[src/rtl/mem_txn_tracker.sv]
// In-order memory command tracker between the instruction scheduler and the TX/RX serial engines.
// Queues commands, issues them one at a time, and pairs RX replies with the oldest entry that wants one.
//
// state      | meaning
// ISSUE_IDLE | no command in TX; offer the entry at iss_ptr when one is queued
// INFLIGHT   | TX owns the command at infl_ptr; waiting for tx_done
module mem_txn_tracker #(
    parameter int NSHIFT         = 2,
    parameter int PAYLOAD_CYCLES = 8,
    parameter int DEPTH          = 4,
    parameter int CMD_BITS       = 3
) (
    input  logic                       clk,
    input  logic                       reset,
    input  logic                       req_valid,
    output logic                       req_ready,
    input  logic [CMD_BITS-1:0]        req_cmd,
    input  logic                       req_reply_wanted,
    input  logic                       flush,
    output logic                       tx_command_valid,
    output logic [CMD_BITS-1:0]        tx_command,
    input  logic                       tx_command_started,
    input  logic                       tx_done,
    input  logic                       rx_started,
    input  logic                       rx_data_valid,
    input  logic                       rx_done,
    output logic                       reply_active,
    output logic [$clog2(DEPTH)-1:0]   reply_tag,
    output logic                       reply_hi_half,
    output logic [$clog2(DEPTH):0]     outstanding,
    output logic                       idle,
    output logic                       err_unexpected
);

    localparam int AW       = $clog2(DEPTH);
    localparam int PW       = AW + 1;
    localparam int CW       = $clog2(PAYLOAD_CYCLES) + 1;
    localparam int HALF_BIT = $clog2(PAYLOAD_CYCLES) - 1;
    localparam logic [PW-1:0] PTR_ONE = PW'(1);

    // A reply is always 16 payload bits, so the beat geometry must multiply out to that.
    if (DEPTH < 2 || (DEPTH & (DEPTH - 1)) != 0 || NSHIFT * PAYLOAD_CYCLES != 16) begin : g_bad_params
        $error("mem_txn_tracker: unsupported parameter set");
    end

    typedef enum logic {ISSUE_IDLE, INFLIGHT} issue_state_t;

    issue_state_t          state;
    logic [CMD_BITS-1:0]   cmd_mem [DEPTH];
    logic [DEPTH-1:0]      rw_q;
    logic [DEPTH-1:0]      sent_q;
    logic [PW-1:0]         wr_ptr;
    logic [PW-1:0]         iss_ptr;
    logic [PW-1:0]         ret_ptr;
    logic [PW-1:0]         infl_ptr;
    logic [CW-1:0]         beat_cnt;

    logic [AW-1:0]         head_idx;
    logic [PW-1:0]         occupancy;
    logic                  nonempty;
    logic                  full;
    logic                  head_inflight;
    logic                  reply_ok;
    logic                  retire;
    logic                  issue;
    logic                  accept;

    always_comb begin
        head_idx      = ret_ptr[AW-1:0];
        occupancy     = wr_ptr - ret_ptr;
        nonempty      = (wr_ptr != ret_ptr);
        full          = (occupancy == PW'(DEPTH));
        head_inflight = (state == INFLIGHT) && (infl_ptr == ret_ptr);
        // RX may beat tx_done, so a head still in TX qualifies as the reply owner.
        reply_ok      = nonempty && rw_q[head_idx] && (sent_q[head_idx] || head_inflight);
        retire        = nonempty &&
                        ((!rw_q[head_idx] && sent_q[head_idx]) ||
                         (rw_q[head_idx] && rx_done && reply_active));
        issue         = (state == ISSUE_IDLE) && (iss_ptr != wr_ptr) && tx_command_started;
        accept        = req_valid && req_ready;
    end

    assign req_ready        = !full && !flush;
    assign tx_command_valid = (state == ISSUE_IDLE) && (iss_ptr != wr_ptr);
    assign tx_command       = cmd_mem[iss_ptr[AW-1:0]];
    assign reply_tag        = ret_ptr[AW-1:0];
    assign reply_hi_half    = beat_cnt[HALF_BIT];
    assign outstanding      = occupancy;
    assign idle             = (occupancy == '0) && (state == ISSUE_IDLE);

    always_ff @(posedge clk or negedge reset) begin
        if (!reset) begin
            state          <= ISSUE_IDLE;
            for (int i = 0; i < DEPTH; i++) cmd_mem[i] <= '0;
            rw_q           <= '0;
            sent_q         <= '0;
            wr_ptr         <= '0;
            iss_ptr        <= '0;
            ret_ptr        <= '0;
            infl_ptr       <= '0;
            beat_cnt       <= '0;
            reply_active   <= 1'b0;
            err_unexpected <= 1'b0;
        end else begin
            if (retire) begin
                sent_q[head_idx] <= 1'b0;
                ret_ptr          <= ret_ptr + PTR_ONE;
            end

            case (state)
                ISSUE_IDLE: begin
                    if (issue) begin
                        state    <= INFLIGHT;
                        infl_ptr <= iss_ptr;
                        iss_ptr  <= iss_ptr + PTR_ONE;
                    end
                end
                INFLIGHT: begin
                    if (tx_done) begin
                        sent_q[infl_ptr[AW-1:0]] <= 1'b1;
                        state                    <= ISSUE_IDLE;
                    end
                end
                default: state <= ISSUE_IDLE;
            endcase

            // A command started in the flush cycle survives; everything behind it is dropped.
            if (flush) begin
                wr_ptr <= issue ? iss_ptr + PTR_ONE : iss_ptr;
            end else if (accept) begin
                cmd_mem[wr_ptr[AW-1:0]] <= req_cmd;
                rw_q[wr_ptr[AW-1:0]]    <= req_reply_wanted;
                sent_q[wr_ptr[AW-1:0]]  <= 1'b0;
                wr_ptr                  <= wr_ptr + PTR_ONE;
            end

            if (rx_started) begin
                beat_cnt <= '0;
                if (reply_ok) reply_active   <= 1'b1;
                else          err_unexpected <= 1'b1;
            end else begin
                if (rx_data_valid && reply_active) beat_cnt <= beat_cnt + CW'(1);
                if (rx_done) reply_active <= 1'b0;
            end
        end
    end

endmodule

[config.mk]
export PLATFORM = sky130hd
export DESIGN_NAME = mem_txn_tracker
export DESIGN_NICKNAME = d
export VERILOG_FILES = /design/src/rtl/mem_txn_tracker.sv
export SDC_FILE = /design/constraint.sdc
export NUM_CORES = 1
export LEC_CHECK = 0
export ABC_CLOCK_PERIOD_IN_PS = 2290
export CELL_PAD_IN_SITES_DETAIL_PLACEMENT = 1
export CELL_PAD_IN_SITES_GLOBAL_PLACEMENT = 1
export CORE_MARGIN = 3
export CORE_UTILIZATION = 40
export CTS_CLUSTER_SIZE = 10
export DETAILED_ROUTE_END_ITERATION = 10
export PLACE_DENSITY_LB_ADDON = 0.1
export SETUP_SLACK_MARGIN = 0.4
export SYNTH_ARGS = -nofsm -noshare
export SYNTH_HDL_FRONTEND = slang
export SYNTH_SLANG_ARGS = --single-unit
[constraint.sdc]
create_clock -name clk -period 2.29 [get_ports clk]
set_input_delay 0.458 -clock clk [delete_from_list [all_inputs] [get_ports clk]]
set_output_delay 0.458 -clock clk [all_outputs]
set_load 0.02 [all_outputs]
==> results.md, run 1 <==
* Combined area of the multi-input logic cells at 1300 µm²
* Worst clock skew at 0.00356 ns
* Startpoint kind of the worst setup timing path: flop
* Depth of the CTS H-tree at 2
* Initial antenna violation count at 0
* Worst Hold Slack at 0.0936 ns
* Routed wire length at 6.39 mm
* FMAX at 425 MHz
* Post-synthesis sequential area ratio at 45.7%
* Sequential power share at 22.1%
* Residual overflow from global routing at 0
* Slack of the critical path at -0.0648 ns
* First-pass iteration count of the detailed router at 4
* Cell family with most CP delay: adder cells
* Crit path cell chain: ha_4, fa_2, xor3_2, a21oi_2, buf_6
* CP endpoint kind: output port
* Row cnt at 25
* Area added between synthesis and finish at 50.7%
* Flip-flop and latch count after synthesis at 38
* Cells after synthesis at 170
* Placed instance count at 276
* Primary flip-flop cell chosen by synthesis mapping: dfrtp_1
* Total track usage at 23.2%
* Period Utilization, post-route at 103%
* Path type of the worst min-delay path: in2async
* Synthesized-area fraction occupied by ao, oa, aoi and oai cells at 8.47%
* Detailed placer's ending HPWL at 4.15 mm
* Parity-gate share of the synthesized area counting xor and xnor cells at 7.51%
* Simple-gate share of the synthesized area at 7.57%
* Result of the run: complete, but fails checks
* Type of the setup path with the least slack: reg2out
* Failing checks: setup timing
* Hold violation count in the final report at 0
* I/O Pins at 27
* Core Footprint at 4880 µm²
* Vias in the first global route at 1,929
* Pre-CTS setup slack at -0.211 ns
* Shortest clock period the worst path allows after layout at 2.35 ns
* Average routed wire per standard cell at 20.9 µm
* Final count of negative-setup-slack endpoints at 19
* Power per cell area at 1840 nW/µm²
* Slowest CP cell: dfrtp_2
* Critical Path RT at 1.83 ns
* Clock transition at path regs at 0.07 ns
* Maximum number of pins on one net before global-route repair at 17
* Worst slew margin relative to its limit at 71.8%
* Dominant combinational cell family by area after synthesis: multiplexers
* Number of warnings issued by yosys at 0
* Sequential cell area at 955 µm²
* Actual transition at the worst max-transition pin at 0.423 ns
* Ratio of cells with drive above 1 in the final layout at 50.2%
* Hold bufs inserted after CTS at 0
* Buffers on Ports at 26
* Vias at 1,641
* Top cell type's share of synthesized area at 45.7%
* Internal power consumption at 3.48 mW
* Non-Filler Cell Area, Final at 3140 µm²
* Post-synthesis mux area share at 19.1%
* Largest area contributor in the netlist: dfrtp_1
* Remaining antenna violation count after routing at 0
* Total of fill cells in the finished design at 479
* Post-route DRC violation count at 0
* Post-synthesis cell area at 2080 µm²
* First-pass GRT wire length at 10.6 mm
* Skew-Pair Late Insertion Delay at 0.29 ns
* Async set-reset flop share out of synthesis at 100%
* RePlAce Congestion at 0.776
* Die Outline Area at 6110 µm²
* Layout Cells excl Fill at 306
* TritonCTS clock tree: built
* Die extent in x at 78.1 µm
* Die height at 78.1 µm
* Syn Nets at 196
* Finished Core Util at 64.3%
* Setup repair after global routing missed its margin: yes
* TritonCTS Sinks at 38
* Placed inst area at 2560 µm²
* Peak fanout along the critical path at 4
* Maximum clock path buffer count at 2
* Static leakage power at 1.44 nW
* Cts bufs inserted at 5
* Power share of the combinational group at 67.9%
* Worst Path Buf+Inv at 1
* Root Driver: clkbuf_8
* Number of flops mapped to enable cells by yosys at 0
* Peak per-stage delay on the critical path at 0.44 ns
* Number of max-cap violations at 0
* Dominant cells by area after synthesis: dfrtp_1, mux2_2, ha_1
* Switching fraction of total power at 39.8%
* Net load switching power at 2.30 mW
* Number of DRC markers after the initial detailed-route iteration at 65
* Part of the power in the clock network at 10.0%
* Starting density of the core at 42.7%
* Count of nets after finishing at 265
* Share of synthesized cell area in full adder, half adder and majority cells at 8.17%
* Accumulated negative setup slack at -0.661 ns
* Syn avg cell area at 12.2 µm²
* Worst vdd rail ir drop at 938 µV
* Slew Viols, Final at 0
* Via-to-Cell Ratio at 5.36
* Total inserted antenna cells at 0
* Arrival time of data at the critical path endpoint at 1.90 ns
* Total power of the final layout at 5.77 mW
* Count of cell types in the netlist at 38
what timing repair did:
action / in CTS / in global routing
setup buffers: 16 / 7
pin swaps: 13 / 5
hold endpoints to repair: 0 / 0
gates resized for setup: 113 / 14
endpoints found under the setup margin: 36 / 42
power groups by stage:
stage	logic (mW)	clock network [mW]	registers, mW
after floorplan	1.64	0	1.19
after global placement	2.50	0	1.22
after detailed placement	2.64	0	1.26
after CTS	3.50	0.594	1.25
after global routing	4.18	0.624	1.31
final	3.92	0.580	1.27
Yosys cell counts (2+ instances only):
master,count
mux4_2,5
and2_1,3
o21ai_0,8
a21o_1,2
ha_1,12
dfrtp_1,38
xnor2_1,8
buf_2,2
a21oi_1,3
a21boi_0,3
nand3_1,2
inv_1,11
or3_1,2
xor2_1,7
mux2_2,23
a31oi_1,2
nor2_1,7
buf_4,3
nand2_1,10
worst paths after layout:
kind | start | end | slack [ns] | cells after the start
max | ret_ptr[0] | req_ready | -0.06 | 5
min | reset | ret_ptr[2] | 0.09 | 1
max reg2reg | ret_ptr[0] | wr_ptr[1] | -0.05 | 7
min reg2reg | err_unexpected | err_unexpected | 0.51 | 1
max in group asynchronous | reset | rw_q[1] | 1.66 | 2
min in group clk | err_unexpected | err_unexpected | 0.51 | 1
flip-flops by register name, summed over array words and instances (netlist names):
register and cells:
ret_ptr 3, infl_ptr 3, cmd_mem 12, err_unexpected 1
reply_active 1, state 1, sent_q 4, wr_ptr 3
beat_cnt 3, iss_ptr 3, rw_q 4
cell families after synthesis:
family	after synthesis
AOI/OAI and AO/OA	26
xor gates and xnor gates	16
adders and majority gates	13
buffers and inverters	16
DFF	38
muxes	30
and+or+nand+nor	31
area by class of cell:
cell class / count / share of cell area (%)
multi-input combinational: 116 / 41.3
sequential: 38 / 30.4
timing repair buffer: 67 / 20.7
tap: 67 / 2.67
clock buffer: 6 / 2.63
inverter: 11 / 1.32
clock inverter: 1 / 0.957
layout by cell type (no fill, tap or decap), types with 2 or more instances in the layout:
cell,synthesis,final
o21ai_2,0,2
buf_4,3,24
inv_2,0,2
dfrtp_2,0,3
inv_1,11,9
nand2_1,10,9
and2_1,3,2
buf_8,0,2
clkbuf_8,0,6
a21o_1,2,2
xnor2_4,0,2
nand3_1,2,2
nor2_1,7,5
mux2_2,23,10
ha_1,12,11
a21boi_2,0,3
xor2_1,7,6
xnor2_1,8,3
dfrtp_1,38,35
a21oi_2,1,2
mux2_4,0,14
mux4_2,5,5
o21ai_1,0,2
or3_1,2,2
clkdlybuf4s50_1,0,14
buf_6,0,23
o21ai_0,8,4
xnor2_2,0,3
routing by layer:
| metal | global-route usage [%] | vias to the layer above | wire, µm |
|---|---|---|---|
| met5 | 0 | - | 0 |
| met4 | 7.69 | 0 | 85 |
| met3 | 4.82 | 10 | 201 |
| met2 | 43.2 | 25 | 3530 |
| met1 | 26.2 | 868 | 2570 |
| li1 | - | 738 | - |
Power figures use the tool's default switching activity.
==> inputs of run 2 (changes only) <==
--- a/config.mk
+++ b/config.mk
@@ -8,6 +8,7 @@
 export ABC_CLOCK_PERIOD_IN_PS = 2290
 export CELL_PAD_IN_SITES_DETAIL_PLACEMENT = 1
 export CELL_PAD_IN_SITES_GLOBAL_PLACEMENT = 1
+export CORE_ASPECT_RATIO = 1.75
 export CORE_MARGIN = 3
 export CORE_UTILIZATION = 40
 export CTS_CLUSTER_SIZE = 10
==> results.md, run 2 (synthesis results as in run 1) <==
* Result of the run: complete, but fails checks
* FMAX at 424 MHz (about the same)
* Arrival time of data at the critical path endpoint at 1.90 ns (about the same)
* Hold_sp: err_unexpected
* Terminus of the critical flop-to-flop path: cmd_mem[10]
* Pre-CTS setup slack at -0.158 ns (+0.0533 ns)
* Vias at 1,562 (-4.8%)
* Hold violation count in the final report at 0 (unchanged)
* Final count of negative-setup-slack endpoints at 10 (-9)
* Endpoint of the worst hold path: err_unexpected
* Placed instance count at 260 (-5.8%)
* Leading cell type in the layout, fill and taps excluded: dfrtp_1
* Die height at 101 µm (+30%)
* Skew-Pair Late Insertion Delay at 0.30 ns (about the same)
* Root Driver: clkbuf_8
* Ratio of cells with drive above 1 in the final layout at 47.0% (-3.2 points)
* Remaining antenna violation count after routing at 0 (unchanged)
* Number of DRC markers after the initial detailed-route iteration at 40 (-38%)
* Peak per-stage delay on the critical path at 0.55 ns (+0.11 ns)
* Count of nets after finishing at 257 (-3.0%)
* Startpoint kind of the worst setup timing path: flop
* Type of the setup path with the least slack: reg2out
* TritonCTS Sinks at 38 (unchanged)
* Setup repair after global routing missed its margin: yes
* Clock transition at path regs at 0.08 ns (about the same)
* Worst slew margin relative to its limit at 67.0% (-4.8 points)
* Max reg flops at 12 (unchanged)
* Most flops, register: cmd_mem
* Post-route DRC violation count at 0 (unchanged)
* First-pass iteration count of the detailed router at 4 (unchanged)
* Via-to-Cell Ratio at 5.46 (+1.8%)
* Worst Path Buf+Inv at 2 (+1)
* Worst clock skew at 0.00419 ns (+0.000626 ns)
* Path type of the worst min-delay path: reg2reg
* Non-Filler Cell Area, Final at 3100 µm² (-1.2%)
* WHS Path Cells at 1
* Layout Cells excl Fill at 286 (-6.5%)
* Cell family with most CP delay: adder cells
* Critical Path RT at 1.83 ns (about the same)
* Highest-count cells in the layout ignoring fill and taps: dfrtp_1, buf_4, mux2_2, clkdlybuf4s50_1, buf_6
* Routed wire length at 5.99 mm (-6.2%)
* Cts bufs inserted at 5 (unchanged)
* Failing checks: setup timing
* Number of max-cap violations at 0 (unchanged)
* Actual transition at the worst max-transition pin at 0.495 ns (+0.0722 ns)
* Static leakage power at 1.38 nW (-4.4%)
* Worst Reg-to-Reg Cells at 8 (+1)
* Initial antenna violation count at 0 (unchanged)
* Power per cell area at 1830 nW/µm² (-0.55%)
* Buffers on Ports at 26 (unchanged)
* CP endpoint kind: output port
* First-pass GRT wire length at 8.83 mm (-17%)
* Period Utilization, post-route at 103% (about the same)
* Slowest CP cell: fa_2
* Worst vdd rail ir drop at 856 µV (-8.8%)
* Startpoint of the most critical register-to-register path: ret_ptr[0]
* Area added between synthesis and finish at 48.8%
* Placed inst area at 2530 µm² (-1.3%)
* Accumulated negative setup slack at -0.170 ns (+0.491 ns)
* Total inserted antenna cells at 0 (unchanged)
* Worst reg-to-reg setup slack at -0.04 ns (about the same)
* Starting density of the core at 41.5% (-1.2 points)
* RePlAce Congestion at 0.764 (-1.5%)
* Average routed wire per standard cell at 20.9 µm (+0.34%)
* Maximum clock path buffer count at 2 (unchanged)
* Hold bufs inserted after CTS at 0 (unchanged)
* Crit path cell chain: ha_4, fa_2, inv_2, nor4_2, buf_4
* I/O Pins at 27 (unchanged)
* Detailed placer's ending HPWL at 3.86 mm (-7.0%)
* Die Outline Area at 6140 µm² (+0.56%)
* Core Footprint at 5020 µm² (+2.9%)
* Slack of the critical path at -0.0665 ns (-0.00172 ns)
* Residual overflow from global routing at 0 (unchanged)
* Depth of the CTS H-tree at 2 (unchanged)
* Die extent in x at 60.5 µm (-23%)
* Regs by FF count: cmd_mem x12, rw_q x4, sent_q x4
* Peak fanout along the critical path at 2 (-2)
* TritonCTS clock tree: built
* Total power of the final layout at 5.67 mW (-1.8%)
* Vias in the first global route at 1,745 (-9.5%)
* Maximum number of pins on one net before global-route repair at 39 (+22)
* Row cnt at 34 (+36%)
* Total track usage at 19.8% (-3.4 points)
* Slew Viols, Final at 0 (unchanged)
* Shortest clock period the worst path allows after layout at 2.36 ns (+0.00172 ns)
run 2: changes by cell type in the layout (fill, tap and decap cells not counted), sizes merged:
cell and change:
buf -10, clkdlybuf4s15 +2, bufinv +1, clkbuf -1, clkdlybuf4s50 +1
run 2: routing by layer:
| metal | track usage [%] | vias up | wire (µm) |
|---|---|---|---|
| li1 | - | 717 | - |
| met1 | 20.4 | 802 | 2130 |
| met2 | 37.0 | 31 | 3520 |
| met3 | 4.34 | 12 | 187 |
| met4 | 8.01 | 0 | 146 |
| met5 | 0 | - | 0 |
run 2: where the power goes:
part / internal (mW) / leakage [nW] / total [mW] / switching, mW
sequential: 0.975 / 0.453 / 1.24 / 0.269
combinational: 2.03 / 0.855 / 3.71 / 1.68
clock: 0.465 / 0.0714 / 0.716 / 0.251
total: 3.47 / 1.38 / 5.67 / 2.20
run 2: worst max path at each step:
stage,from,depth (start not counted),end,slack (ns)
floorplan,wr_ptr[0],5,idle,0.07
CTS,ret_ptr[0],5,idle,-0.04
detailed placement,ret_ptr[0],5,idle,-0.16
global route,wr_ptr[0],6,idle,-0.15
finish,ret_ptr[0],5,idle,-0.07
global placement,ret_ptr[0],5,idle,-0.14
run 2: repair_timing:
action | 4_1_cts | 5_1_grt
setup buffers | 9 | 9
hold endpoints to repair | 0 | 0
pin swaps | 6 | 7
gates resized for setup | 71 | 39
setup endpoints to repair | 36 | 36
run 2: cell type report:
cell class | count | area, µm²
flip-flops and latches | 38 | 955
inverters | 11 | 41.3
well taps | 54 | 67.6
clock inverters | 2 | 60.1
clock buffers | 6 | 82.6
fillers | 504 | 1920
repair buffers | 59 | 579
multi-input cells | 116 | 1310
run 2: per-stage QoR:
step	hold WS (ns)	util (%)
floorplan	0.162	-
global placement	0.464	50.3
detailed placement	0.494	50.3
CTS	0.512	56.6
global route	0.528	61.7
finish	0.505	61.7
==> inputs of run 3 (changes only) <==
--- a/config.mk
+++ b/config.mk
@@ -10,7 +10,7 @@
 export CELL_PAD_IN_SITES_GLOBAL_PLACEMENT = 1
 export CORE_ASPECT_RATIO = 1.75
 export CORE_MARGIN = 3
-export CORE_UTILIZATION = 40
+export CORE_UTILIZATION = 36
 export CTS_CLUSTER_SIZE = 10
 export DETAILED_ROUTE_END_ITERATION = 10
 export PLACE_DENSITY_LB_ADDON = 0.1
==> results.md, run 3 (synthesis results as in run 1) <==
* Path type of the worst min-delay path: in2async
* FMAX at 426 MHz (+0.33%)
* Slack of the critical path at -0.0586 ns (+0.00785 ns)
* First-pass GRT wire length at 9.37 mm (+6.1%)
* Finished Core Util at 56.1% (-5.6 points)
* Die extent in x at 63.5 µm (+4.9%)
* Highest-count cells in the layout ignoring fill and taps: dfrtp_1, buf_6, buf_4
* Post-route DRC violation count at 0 (unchanged)
* RePlAce Congestion at 0.783 (+2.5%)
* Depth of the CTS H-tree at 2 (unchanged)
* Detailed placer's ending HPWL at 3.97 mm (+3.0%)
* Area added between synthesis and finish at 50.5%
* Period Utilization, post-route at 103% (-0.34 points)
* Worst slew margin relative to its limit at 62.6% (-4.4 points)
* Peak per-stage delay on the critical path at 0.38 ns (-0.17 ns)
* CP endpoint kind: flop
* Terminus of the critical flop-to-flop path: rw_q[2]
* Final count of negative-setup-slack endpoints at 12 (+2)
* Number of DRC markers after the initial detailed-route iteration at 19 (-53%)
* Slowest CP cell: dfrtp_1
* Vias at 1,558 (-0.26%)
* Slew Viols, Final at 0 (unchanged)
* Buffers on Ports at 26 (unchanged)
* Peak fanout along the critical path at 5 (+3)
* Hold violation count in the final report at 0 (unchanged)
* Remaining antenna violation count after routing at 0 (unchanged)
* Die Outline Area at 6770 µm² (+10%)
* Root Driver: clkbuf_8
* Maximum clock path buffer count at 2 (unchanged)
* Total inserted antenna cells at 0 (unchanged)
* Shortest clock period the worst path allows after layout at 2.35 ns (-0.00785 ns)
* TritonCTS Sinks at 38 (unchanged)
* Number of max-cap violations at 0 (unchanged)
* Residual overflow from global routing at 0 (unchanged)
* Power per cell area at 1790 nW/µm² (-2.1%)
* Ratio of cells with drive above 1 in the final layout at 47.9% (+0.90 points)
* Crit path cell chain: inv_2, ha_4, fa_2, xor3_2, buf_6, a211oi_4, nand2_1, buf_6, mux2_4
* Initial antenna violation count at 0 (unchanged)
* Failing checks: setup timing
* Worst vdd rail ir drop at 778 µV (-9.1%)
* Critical Path RT at 2.46 ns (+0.63 ns)
* TritonCTS clock tree: built
* Routed wire length at 6.03 mm (+0.73%)
* Maximum number of pins on one net before global-route repair at 25 (-36%)
* Die height at 107 µm (+5.1%)
* Max reg flops at 12 (unchanged)
* Worst clock skew at 0.00655 ns (+0.00236 ns)
* Setup repair after global routing missed its margin: yes
* Core Footprint at 5590 µm² (+11%)
* Row cnt at 36 (+5.9%)
* Result of the run: complete, but fails checks
* Worst Reg-to-Reg Cells at 9 (+1)
* Startpoint of the most critical register-to-register path: wr_ptr[0]
* Most flops, register: cmd_mem
* Library cell appearing most often on the critical path: buf_6
* Leading cell type in the layout, fill and taps excluded: dfrtp_1
* Vias in the first global route at 1,793 (+2.8%)
* Cts bufs inserted at 5 (unchanged)
* Clock transition at path regs at 0.08 ns (about the same)
* Via-to-Cell Ratio at 4.99 (-8.6%)
* Total power of the final layout at 5.61 mW (-0.98%)
* Skew-Pair Late Insertion Delay at 0.29 ns (about the same)
* Count of nets after finishing at 261 (+1.6%)
* Average routed wire per standard cell at 19.3 µm (-7.7%)
* Arrival time of data at the critical path endpoint at 2.52 ns (+0.62 ns)
* Static leakage power at 1.42 nW (+2.7%)
* First-pass iteration count of the detailed router at 4 (unchanged)
* Actual transition at the worst max-transition pin at 0.561 ns (+0.0662 ns)
* I/O Pins at 27 (unchanged)
* Type of the setup path with the least slack: reg2reg
* Starting density of the core at 37.3% (-4.2 points)
* Worst Hold Slack at 0.152 ns (-0.353 ns)
* Regs by FF count: cmd_mem x12, rw_q x4, sent_q x4
* Worst reg-to-reg setup slack at -0.06 ns (-0.02 ns)
* Total track usage at 18.3% (-1.5 points)
* Startpoint kind of the worst setup timing path: flop
## run 3: changes by cell type in the layout (fill, tap and decap cells not counted), moves of 2 or more
| cell | before | now |
|---|---|---|
| buf_6 | 14 | 22 |
| mux2_4 | 9 | 12 |
| mux2_2 | 15 | 12 |
| nand2_8 | 3 | 0 |
| nand2_1 | 7 | 9 |
| buf_4 | 23 | 20 |
## run 3: worst max path at each step
| stage | start | to |
|---|---|---|
| 2_1_floorplan | wr_ptr[0] | idle |
| 3_3_place_gp | ret_ptr[0] | idle |
| 3_5_place_dp | ret_ptr[0] | idle |
| 4_1_cts | ret_ptr[0] | idle |
| 5_1_grt | wr_ptr[0] | rw_q[2] |
| 6_report | wr_ptr[0] | rw_q[2] |
## run 3: report_power, final
| group | leakage (nW) | switching (mW) | total, mW | internal, mW |
|---|---|---|---|---|
| Combinational | 0.893 | 1.63 | 3.65 | 2.02 |
| Clock | 0.0714 | 0.241 | 0.706 | 0.465 |
| Sequential | 0.453 | 0.287 | 1.26 | 0.975 |
| Total | 1.42 | 2.16 | 5.61 | 3.46 |
## run 3: cell type report
type                       instances  area [µm²]
clock buffer                       6        82.6
clock inverter                     2        60.1
fill                             617        2450
inverter                          11        41.3
multi-input combinational        116        1280
sequential                        38         955
tap                               76        95.1
timing repair buffer              63         617
## run 3: routing by layer
metal	vias to the layer above	GRT usage (%)	share of wire, %
met5	-	0	0
met4	0	6.18	1.8
met3	10	3.25	2.3
met2	29	35.6	61
met1	797	19.0	34
li1	722	-	-
## run 3: repair_timing
item / in CTS / in global routing
buffers inserted: 15 / 6
pin swaps: 8 / 11
cloned: 0 / 0
hold buffers: 0 / 0
endpoints found under the setup margin: 35 / 36
endpoints found under the hold margin: 0 / 0
gates resized for setup: 83 / 29
## run 3: critical path, delay by kind of cell, from the launching register on
kind / cells / cell delay, ns
muxes: 1 / 0.29
DFF: 1 / 0.38
AOI/OAI and AO/OA: 1 / 0.28
adders and majority gates: 2 / 0.47
xor gates and xnor gates: 1 / 0.30
buffers and inverters: 3 / 0.37
and+or+nand+nor: 1 / 0.12
## run 3: metrics by stage
step           worst slack, ns  std cells  setup TNS, ns  instance area [µm²]
6_report               -0.0586        312         -0.382                 3130
5_1_grt                 -0.120        312          -1.48                 3130
4_1_cts                -0.0319        306        -0.0607                 2960
3_5_place_dp            -0.179        283          -1.11                 2560
3_3_place_gp            -0.139        283         -0.655                 2560
2_1_floorplan           0.0705        170              0                 2120
